**src/rtl/midi_event_scheduler_if.sv**
```systemverilog
`default_nettype none
// ============================================================================
// Module     : midi_event_scheduler_if
// Description: Timer, write-port and event-port bundle of the MIDI scheduler.
// Revision   : 1.0 - initial release
// ============================================================================
interface midi_event_scheduler_if #(
    parameter int DEPTH  = 8,
    parameter int DATA_W = 24
);
    logic [15:0]              now_time;
    logic                     flush;
    logic                     wr_valid;
    logic                     wr_ready;
    logic [15:0]              wr_time;
    logic [DATA_W-1:0]        wr_data;
    logic                     ev_valid;
    logic                     ev_ready;
    logic [DATA_W-1:0]        ev_data;
    logic                     ev_late;
    logic [$clog2(DEPTH):0]   count;

    modport slave (
        input  now_time, flush, wr_valid, wr_time, wr_data, ev_ready,
        output wr_ready, ev_valid, ev_data, ev_late, count
    );

    modport master (
        output now_time, flush, wr_valid, wr_time, wr_data, ev_ready,
        input  wr_ready, ev_valid, ev_data, ev_late, count
    );
endinterface
`default_nettype wire

```
**src/rtl/midi_event_scheduler.sv**
```systemverilog
`default_nettype none
// ============================================================================
// Module     : midi_event_scheduler
// Description: Insertion-ordered timestamped event queue; releases the head
//              when the millisecond timer reaches its timestamp.
// Revision   : 1.0 - initial release
// ============================================================================
module midi_event_scheduler #(
    parameter int          DEPTH   = 8,
    parameter int          DATA_W  = 24,
    parameter logic [15:0] LATE_MS = 16'd20
) (
    input  wire logic             clk,
    input  wire logic             rst,
    midi_event_scheduler_if.slave bus
);
    localparam int PTR_W = $clog2(DEPTH);
    localparam int CNT_W = PTR_W + 1;

    typedef enum logic [1:0] {
        IDLE = 2'd0,
        WAIT = 2'd1,
        FIRE = 2'd2
    } state_t;

    logic [15:0]       time_mem [DEPTH];
    logic [DATA_W-1:0] data_mem [DEPTH];

    state_t            state_q,    state_d;
    logic [PTR_W-1:0]  wr_ptr_q,   wr_ptr_d;
    logic [PTR_W-1:0]  rd_ptr_q,   rd_ptr_d;
    logic [CNT_W-1:0]  count_q,    count_d;
    logic              ev_valid_q, ev_valid_d;
    logic              ev_late_q,  ev_late_d;
    logic [DATA_W-1:0] ev_data_q,  ev_data_d;

    logic              wr_ready;
    logic              wr_fire;
    logic              pop;
    logic [15:0]       diff;
    logic              head_due;
    logic              head_late;

    assign wr_ready  = (count_q != CNT_W'(DEPTH));
    assign wr_fire   = bus.wr_valid && wr_ready && !bus.flush;
    assign pop       = (state_q == FIRE) && bus.ev_ready;

    // Modulo-2^16 difference: anything up to half the range behind now is due.
    assign diff      = bus.now_time - time_mem[rd_ptr_q];
    assign head_due  = !diff[15];
    assign head_late = head_due && (diff > LATE_MS);

    always_comb begin
        state_d    = state_q;
        wr_ptr_d   = wr_ptr_q;
        rd_ptr_d   = rd_ptr_q;
        count_d    = count_q;
        ev_valid_d = ev_valid_q;
        ev_late_d  = ev_late_q;
        ev_data_d  = ev_data_q;

        if (wr_fire) wr_ptr_d = wr_ptr_q + PTR_W'(1);
        if (pop)     rd_ptr_d = rd_ptr_q + PTR_W'(1);

        case ({wr_fire, pop})
            2'b10:   count_d = count_q + CNT_W'(1);
            2'b01:   count_d = count_q - CNT_W'(1);
            default: count_d = count_q;
        endcase

        case (state_q)
            IDLE: if (count_q != '0) state_d = WAIT;
            WAIT: begin
                if (head_due) begin
                    state_d    = FIRE;
                    ev_valid_d = 1'b1;
                    ev_data_d  = data_mem[rd_ptr_q];
                    ev_late_d  = head_late;
                end
            end
            FIRE: begin
                if (bus.ev_ready) begin
                    ev_valid_d = 1'b0;
                    state_d    = (count_d != '0) ? WAIT : IDLE;
                end
            end
            default: state_d = IDLE;
        endcase

        if (bus.flush) begin
            state_d    = IDLE;
            wr_ptr_d   = '0;
            rd_ptr_d   = '0;
            count_d    = '0;
            ev_valid_d = 1'b0;
            ev_late_d  = 1'b0;
            ev_data_d  = '0;
        end
    end

    always_ff @(posedge clk or posedge rst) begin
        if (rst) begin
            state_q    <= IDLE;
            wr_ptr_q   <= '0;
            rd_ptr_q   <= '0;
            count_q    <= '0;
            ev_valid_q <= 1'b0;
            ev_late_q  <= 1'b0;
            ev_data_q  <= '0;
        end else begin
            state_q    <= state_d;
            wr_ptr_q   <= wr_ptr_d;
            rd_ptr_q   <= rd_ptr_d;
            count_q    <= count_d;
            ev_valid_q <= ev_valid_d;
            ev_late_q  <= ev_late_d;
            ev_data_q  <= ev_data_d;
        end
    end

    // Payload storage carries no reset; only entries behind the pointers are read.
    always_ff @(posedge clk) begin
        if (wr_fire) begin
            time_mem[wr_ptr_q] <= bus.wr_time;
            data_mem[wr_ptr_q] <= bus.wr_data;
        end
    end

    assign bus.wr_ready = wr_ready;
    assign bus.ev_valid = ev_valid_q;
    assign bus.ev_data  = ev_data_q;
    assign bus.ev_late  = ev_late_q;
    assign bus.count    = count_q;
endmodule
`default_nettype wire

```
**src/flat_wrapper.sv**
```systemverilog
// flat-port wrapper written by rule: the top's interface ports become plain ports
module midi_event_scheduler_flat 
#(
    parameter int          DEPTH   = 8,
    parameter int          DATA_W  = 24,
    parameter logic [15:0] LATE_MS = 16'd20
)
  (clk, rst, bus_now_time, bus_flush, bus_wr_valid, bus_wr_time, bus_wr_data, bus_ev_ready, bus_wr_ready, bus_ev_valid, bus_ev_data, bus_ev_late, bus_count);
  midi_event_scheduler_if #(.DEPTH(DEPTH), .DATA_W(DATA_W)) bus_i ();
  input  wire logic clk;
  input  wire logic rst;
  input wire logic [$bits(bus_i.now_time)-1:0] bus_now_time;
  input wire logic [$bits(bus_i.flush)-1:0] bus_flush;
  input wire logic [$bits(bus_i.wr_valid)-1:0] bus_wr_valid;
  input wire logic [$bits(bus_i.wr_time)-1:0] bus_wr_time;
  input wire logic [$bits(bus_i.wr_data)-1:0] bus_wr_data;
  input wire logic [$bits(bus_i.ev_ready)-1:0] bus_ev_ready;
  output wire logic [$bits(bus_i.wr_ready)-1:0] bus_wr_ready;
  output wire logic [$bits(bus_i.ev_valid)-1:0] bus_ev_valid;
  output wire logic [$bits(bus_i.ev_data)-1:0] bus_ev_data;
  output wire logic [$bits(bus_i.ev_late)-1:0] bus_ev_late;
  output wire logic [$bits(bus_i.count)-1:0] bus_count;
  assign bus_i.now_time = bus_now_time;
  assign bus_i.flush = bus_flush;
  assign bus_i.wr_valid = bus_wr_valid;
  assign bus_i.wr_time = bus_wr_time;
  assign bus_i.wr_data = bus_wr_data;
  assign bus_i.ev_ready = bus_ev_ready;
  assign bus_wr_ready = bus_i.wr_ready;
  assign bus_ev_valid = bus_i.ev_valid;
  assign bus_ev_data = bus_i.ev_data;
  assign bus_ev_late = bus_i.ev_late;
  assign bus_count = bus_i.count;
  midi_event_scheduler #(.DEPTH(DEPTH), .DATA_W(DATA_W), .LATE_MS(LATE_MS)) u_core (.clk(clk), .rst(rst), .bus(bus_i));
endmodule
```
**config.mk**
```make
export PLATFORM = sky130hd
export DESIGN_NAME = midi_event_scheduler_flat
export DESIGN_NICKNAME = d
export VERILOG_FILES = /design/src/rtl/midi_event_scheduler_if.sv /design/src/rtl/midi_event_scheduler.sv /design/src/flat_wrapper.sv
export SDC_FILE = /design/constraint.sdc
export NUM_CORES = 1
export LEC_CHECK = 0
export BUFFER_PORTS_ARGS = -buffer_cell sky130_fd_sc_hd__buf_2
export CAP_MARGIN = 20
export CORE_MARGIN = 1.5
export CORE_UTILIZATION = 45
export CTS_BUF_LIST = sky130_fd_sc_hd__clkbuf_16
export DETAILED_ROUTE_END_ITERATION = 7
export PLACE_DENSITY_LB_ADDON = 0.2
export RECOVER_POWER = 100
export SLEW_MARGIN = 20
export SYNTH_ARGS = -nofsm -noshare
export SYNTH_HDL_FRONTEND = slang
export SYNTH_SLANG_ARGS = --single-unit
```
**constraint.sdc**
```tcl
create_clock -name clk -period 4.4 [get_ports clk]
set_input_delay 0.88 -clock clk [delete_from_list [all_inputs] [get_ports clk]]
set_output_delay 0.88 -clock clk [all_outputs]
set_load 0.1 [all_outputs]
```
==> results.md, run 1 <==
- Outcome: finished, violations left
- Failing checks: max-capacitance violations, max-slew violations
- Fin crit share: 0.9159
- Multi-input combinational cell area: 3846 sq um
- # rows: 65
- Post-CTS Hold Fix Bufs: 0
- Core Region: 31,800 sq um
- Synth cell types: 52
- Leak: 5.404 nW
- Final GP Congestion: 0.8068
- Crit end category: flip-flop
- Hold slack: 573.7 ps
- Largest net degree at the start of global routing: 52
- Die width: 183.3 microns
- CTS sink cnt: 358
- Nets: 957
- Commonest cells after routing, fill and taps aside: edfxtp_1 (320), mux4_2 (80), clkbuf_1 (74), nor2_1 (51), mux2i_1 (41)
- FF+latch count, synth: 358
- Critical Path AT: 4440 ps
- Remaining Overflow, GRT: 0
- Maximum root-to-sink buffer count: 3
- CTS HTree Levels: 2
- Worst min path class: reg -> reg
- Synth async-reset ratio: 0.1061
- Ratio of cells with drive above 1 in the final layout: 0.2175
- Max cap viols: 10
- Port-buffer cells: 91
- Drt drc: 0
- Syn Nets: 832
- Synth area leader: edfxtp_1
- Startpoint Class: flip-flop
- Clk_lat worst skew: 520 ps
- DR pass1 iterations: 4
- RSZ-0062 raised after global routing: no
- Mapped Area: 14,620 sq um
- Synth top area cells: edfxtp_1 (66%), mux4_2 (12%), dfrtp_1 (6.5%)
- Worst-Margin Slew: 2288 ps
- Final setup fails: 0
- Seq/Total Area, Yosys: 0.7221
- Initial antenna violation count: 2
- WS Path Type: reg -> reg
- Antenna-violating nets left: 0
- Post-cts gate resize count: 0
- CTS tree: yes
- Crit path max fanout: 51
- Initial Util: 0.4599
- Vias: 7,393
- Syn Area/Cell: 19.55 sq um
- CTS Root Cell: clkbuf_16
- # fillers: 2,523
- Die Area: 33,590 sq um
- Max_slew headroom: -0.5312
- I/O Pins: 92
- Peak VDD IR: 0.3476 mV
- Hold violation count in the final report: 0
- Setup TNS: 0 ps
- Yosys warns: 0
- Tot GR Track Use: 0.1916
- Hpwl dp: 18,270 microns
- Worst EP required: 4820 ps
- Clk slew on worst S/H paths: 60 ps
- EDFF count, synth: 320
- WL final: 31,090 microns
- Post-synth top area share: 0.6571
- Most common cell after layout, fill and taps aside: edfxtp_1
- CTS buffer count: 38
- Iteration-0 DRC Markers: 405
- Power density over cell area: 456.3 nW/um^2
- Synth Flop Type: edfxtp_1
- First-pass GRT wire length: 47,600 microns
- Clock skew: 16.48 ps
- Final slew viol count: 300
- Die Ht: 183.3 microns
- Area grow syn2layout: 14.37%
- Post-CTS setup repair buffer count: 0
- Register Area: 10,570 sq um
- Post-Synthesis Cells: 748
- Wirelength per Cell: 23.24 microns
- Fmax: 248.2 MHz
- Final min period: 4030 ps
- Number of global-route vias before repair: 8,005
- Post-DR vias/cell: 5.525
report_power, final:
| part | switching, mW | total (mW) | internal [mW] |
|---|---|---|---|
| Clock | 1.24 | 2.90 | 1.66 |
| Combinational | 0.634 | 0.876 | 0.241 |
| Sequential | 0.0574 | 3.86 | 3.80 |
area by class of cell:
| type | count | area share |
|---|---|---|
| Antenna cell | 2 | 0.0002992 |
| Clock buffer | 39 | 0.05835 |
| Clock inverter | 29 | 0.009201 |
| Inverter | 9 | 0.002020 |
| Multi-Input combinational cell | 348 | 0.2300 |
| Sequential cell | 358 | 0.6319 |
| Tap cell | 435 | 0.03254 |
| Timing Repair Buffer | 118 | 0.03576 |
final timing paths:
path | slack (ps) | startpoint | depth (start not counted) | end
min | 570 | u_core.bus.ev_valid | 2 | u_core.bus.ev_valid
max in group asynchronous | 2330 | rst | 2 | u_core.rd_ptr_q[0]
max | 370 | u_core.rd_ptr_q[1] | 12 | u_core.bus.ev_data[7]
min in group asynchronous | 870 | rst | 2 | u_core.wr_ptr_q[1]
max reg2reg | 370 | u_core.rd_ptr_q[1] | 12 | u_core.bus.ev_data[7]
min reg2reg | 570 | u_core.bus.ev_valid | 2 | u_core.bus.ev_valid
synth_stat cells, types with 2 or more instances:
cell type / instances
a2111o_1: 2
a2111oi_0: 2
a211oi_1: 5
a211oi_2: 24
a21oi_1: 17
buf_1: 9
buf_2: 7
buf_4: 3
clkbuf_1: 13
dfrtp_1: 38
edfxtp_1: 320
fa_1: 2
ha_1: 21
inv_1: 9
mux2_2: 2
mux2i_1: 41
mux4_2: 80
nand2_1: 16
nand2b_1: 4
nand3_1: 7
nor2_1: 53
nor2b_1: 5
nor3_1: 4
nor3b_1: 2
nor4_1: 2
o211a_1: 2
o211ai_1: 2
o21a_1: 3
o21ai_0: 11
o21bai_1: 2
o31a_1: 2
o41ai_1: 2
or3_1: 3
xnor2_1: 7
xor2_1: 9
metrics by stage:
stage	utilization	cells	power, mW	setup WS [ps]	instance area, sq um
after floorplan	-	748	4.603	-297.2	14640
after global placement	0.4973	1268	4.819	424.2	15810
after detailed placement	0.4973	1268	4.843	388.6	15810
after CTS	0.5328	1336	7.745	375.9	16940
after global routing	0.5259	1337	7.896	76.97	16720
final	0.5260	1338	7.632	370.2	16730
critical path, stage by stage, from the launching register on:
cell and delay [ps]:
dfrtp_4 590, buf_4 240, mux4_2 300, mux2i_1 350, ha_1 310, nor2b_1 170
o31ai_2 280, a211oi_1 210, or3b_1 470, a221oi_4 320, buf_12 280, nor2_1 80
a211oi_1 250
cell families after synthesis:
logic type,count (synthesis),synth area share
AND/OR/NAND/NOR,103,0.03277
multiplexers,123,0.1528
flip-flops,358,0.7221
buffers and inverters,42,0.01266
adder cells (fa/ha/maj),23,0.02070
XOR/XNOR,16,0.009583
AO/OA/AOI/OAI,83,0.04937
per-layer routing:
layer,wire [microns],vias to the layer above,share of wire,GRT usage
met5,0,-,0,0
met4,711,0,0.023,0.05443
met3,1606,57,0.052,0.03257
met2,15800,203,0.51,0.3325
met1,12970,3827,0.42,0.2497
li1,-,3306,-,-
state kept, by name, indices dropped and copies added (netlist names):
register / flops
u_core.bus.count: 4
u_core.bus.ev_data: 24
u_core.bus.ev_late: 1
u_core.bus.ev_valid: 1
u_core.data_mem: 192
u_core.rd_ptr_q: 3
u_core.state_q: 2
u_core.time_mem: 128
u_core.wr_ptr_q: 3
No activity file was read; power rests on OpenSTA's default activity.
==> inputs of run 2 (changes only) <==
==> constraint.sdc (replaced) <==
create_clock -name clk -period 3.5 [get_ports clk]
set_input_delay 0.35 -clock clk [delete_from_list [all_inputs] [get_ports clk]]
set_output_delay 0.35 -clock clk [all_outputs]
set_load 0.1 [all_outputs]
==> results.md, run 2 (same netlist as run 1, synthesis figures left out) <==
- Ratio of cells with drive above 1 in the final layout: 0.3260 (+0.1084)
- Maximum root-to-sink buffer count: 3 (unchanged)
- Remaining Overflow, GRT: 0 (unchanged)
- Startpoint Class: flip-flop
- Drt drc: 0 (unchanged)
- First-pass GRT wire length: 46,580 microns (-2.1%)
- # rows: 65 (unchanged)
- Clk slew on worst S/H paths: 60 ps (about the same)
- Fin crit share: 1.027 (+0.1113)
- Area grow syn2layout: 21.04%
- Max cap viols: 1 (-9)
- Die width: 183.3 microns (unchanged)
- Post-CTS Hold Fix Bufs: 0 (unchanged)
- CTS Root Cell: clkbuf_16
- Crit path max fanout: 5 (-90%)
- Hpwl dp: 17,880 microns (-2.2%)
- Iteration-0 DRC Markers: 477 (+18%)
- WS Path Type: reg -> reg
- Number of global-route vias before repair: 8,012 (+0.087%)
- Final min period: 3595 ps (-434.7 ps)
- Cells after DPL: 1,300 (+2.5%)
- Max_slew headroom: -0.1391 (+0.3921)
- Initial Util: 0.4599 (unchanged)
- Hold slack: 111.3 ps (-462.4 ps)
- Largest net degree at the start of global routing: 53 (+1.9%)
- Die Ht: 183.3 microns (unchanged)
- WL final: 31,170 microns (+0.23%)
- Reg with most FFs: u_core.data_mem
- Final Util: 0.5566 (+0.03065)
- RSZ-0062 raised after global routing: yes
- Nets: 1,007 (+5.2%)
- Outcome: finished, violations left
- Final slew viol count: 39 (-87%)
- Setup ws final: -95.03 ps (-465.3 ps)
- Failing checks: max-capacitance violations, max-slew violations, negative setup slack
- CTS tree: yes
- Wirelength per Cell: 22.47 microns (-3.3%)
- Antenna-violating nets left: 0 (unchanged)
- Max reg flops: 192 (unchanged)
- Commonest cells after routing, fill and taps aside: edfxtp_1 (320), mux4_2 (80), clkbuf_1 (69), buf_4 (56), clkbuf_16 (42)
- Most common cell after layout, fill and taps aside: edfxtp_1
- Die Area: 33,590 sq um (unchanged)
- CTS HTree Levels: 2 (unchanged)
- Worst-Margin Slew: 1707 ps (-581.6 ps)
- Fin cells: 1,387 (+3.7%)
- Critical Path AT: 4020 ps (-420 ps)
- Final setup fails: 27 (+27)
- Leak: 5.811 nW (+7.5%)
- Port-buffer cells: 91 (unchanged)
- Clock skew: 21.26 ps (+4.781 ps)
- DR pass1 iterations: 5 (+1)
- Worst EP required: 3930 ps (-890 ps)
- Power density over cell area: 565.9 nW/um^2 (+24%)
- Fmax: 278.2 MHz (+12%)
- Peak VDD IR: 0.5205 mV (+50%)
- Worst min path class: in -> reg
- CTS sink cnt: 358 (unchanged)
- Post-DP Area: 16,170 sq um (+2.3%)
- Vias: 7,588 (+2.6%)
- Hold violation count in the final report: 0 (unchanged)
- Clk_lat worst skew: 520 ps (about the same)
- Core Region: 31,800 sq um (unchanged)
- Setup TNS: -1711 ps (-1711 ps)
- Initial antenna violation count: 2 (unchanged)
- Final cell area excluding filler cells: 17,700 sq um (+5.8%)
- Crit end category: flip-flop
- CTS buffer count: 37 (-2.6%)
- I/O Pins: 92 (unchanged)
- Tot GR Track Use: 0.1881 (-0.003501)
- Post-DR vias/cell: 5.471 (-0.99%)
- Final GP Congestion: 0.8447 (+4.7%)
-- run 2: cell types whose count changed in the layout (fill, tap and decap cells not counted), sizes merged --
cell and delta:
clkinv -2, bufinv +4, buf +55, inv -4
clkinvlp +3, clkbuf -6, diode -1
-- run 2: report_power, final --
group / internal [mW] / switching [mW] / total, mW / leakage (nW)
registers: 4.77 / 0.0776 / 4.85 / 3.40
logic: 0.450 / 0.880 / 1.33 / 1.79
clock network: 2.30 / 1.54 / 3.84 / 0.619
-- run 2: worst max-delay path, cell delays in order (launching register included) --
cell	delay, ps
dfrtp_4	510
buf_6	130
buf_4	120
mux4_2	440
mux2i_4	200
ha_1	260
nor2b_4	140
o31ai_4	250
a211oi_2	120
or3b_4	410
a221oi_4	380
buf_6	200
clkbuf_16	160
nor2_1	50
a211oi_2	140
-- run 2: per-stage QoR --
step / power (mW) / worst slack (ps)
6_report: 10.02 / -95.03
5_1_grt: 10.38 / -239.2
4_1_cts: 10.04 / -78.40
3_5_place_dp: 6.177 / -155.2
3_3_place_gp: 6.142 / -117.8
2_1_floorplan: 5.813 / -45.25
-- run 2: cell type report --
type / count / area, sq um
well taps: 435 / 544.3
inverters: 9 / 33.78
clock buffers: 37 / 925.9
repair buffers: 169 / 1210
fillers: 2477 / 14100
multi-input cells: 348 / 4139
clock inverters: 30 / 272.8
flip-flops and latches: 358 / 10570
diodes: 1 / 2.502
-- run 2: worst paths after layout --
path	cells past startpoint	slack, ps	startpoint	endpoint
min in group asynchronous	2	360	rst	u_core.bus.count[1]
max in group asynchronous	2	1890	rst	u_core.rd_ptr_q[0]
worst min register to register	2	570	u_core.bus.ev_valid	u_core.bus.ev_valid
worst min-delay path	3	110	bus_wr_valid	u_core.wr_ptr_q[1]
worst max register to register	14	-100	u_core.rd_ptr_q[0]	u_core.bus.ev_data[9]
worst max-delay path	14	-100	u_core.rd_ptr_q[0]	u_core.bus.ev_data[9]
-- run 2: metal layers --
layer | wire, microns | track usage | up-vias | part of all wire
met5 | 13 | 0 | - | 0.00042
met4 | 645 | 0.05410 | 2 | 0.021
met3 | 1662 | 0.03693 | 52 | 0.053
met2 | 15070 | 0.3075 | 216 | 0.48
met1 | 13770 | 0.2586 | 3906 | 0.44
li1 | - | - | 3412 | -
-- run 2: timing repair --
item | CTS | global route
gates cloned | 0 | 5
setup endpoints to repair | 27 | 28
gates resized for setup | 9 | 36
buffers inserted | 7 | 7
pin swaps | 2 | 11
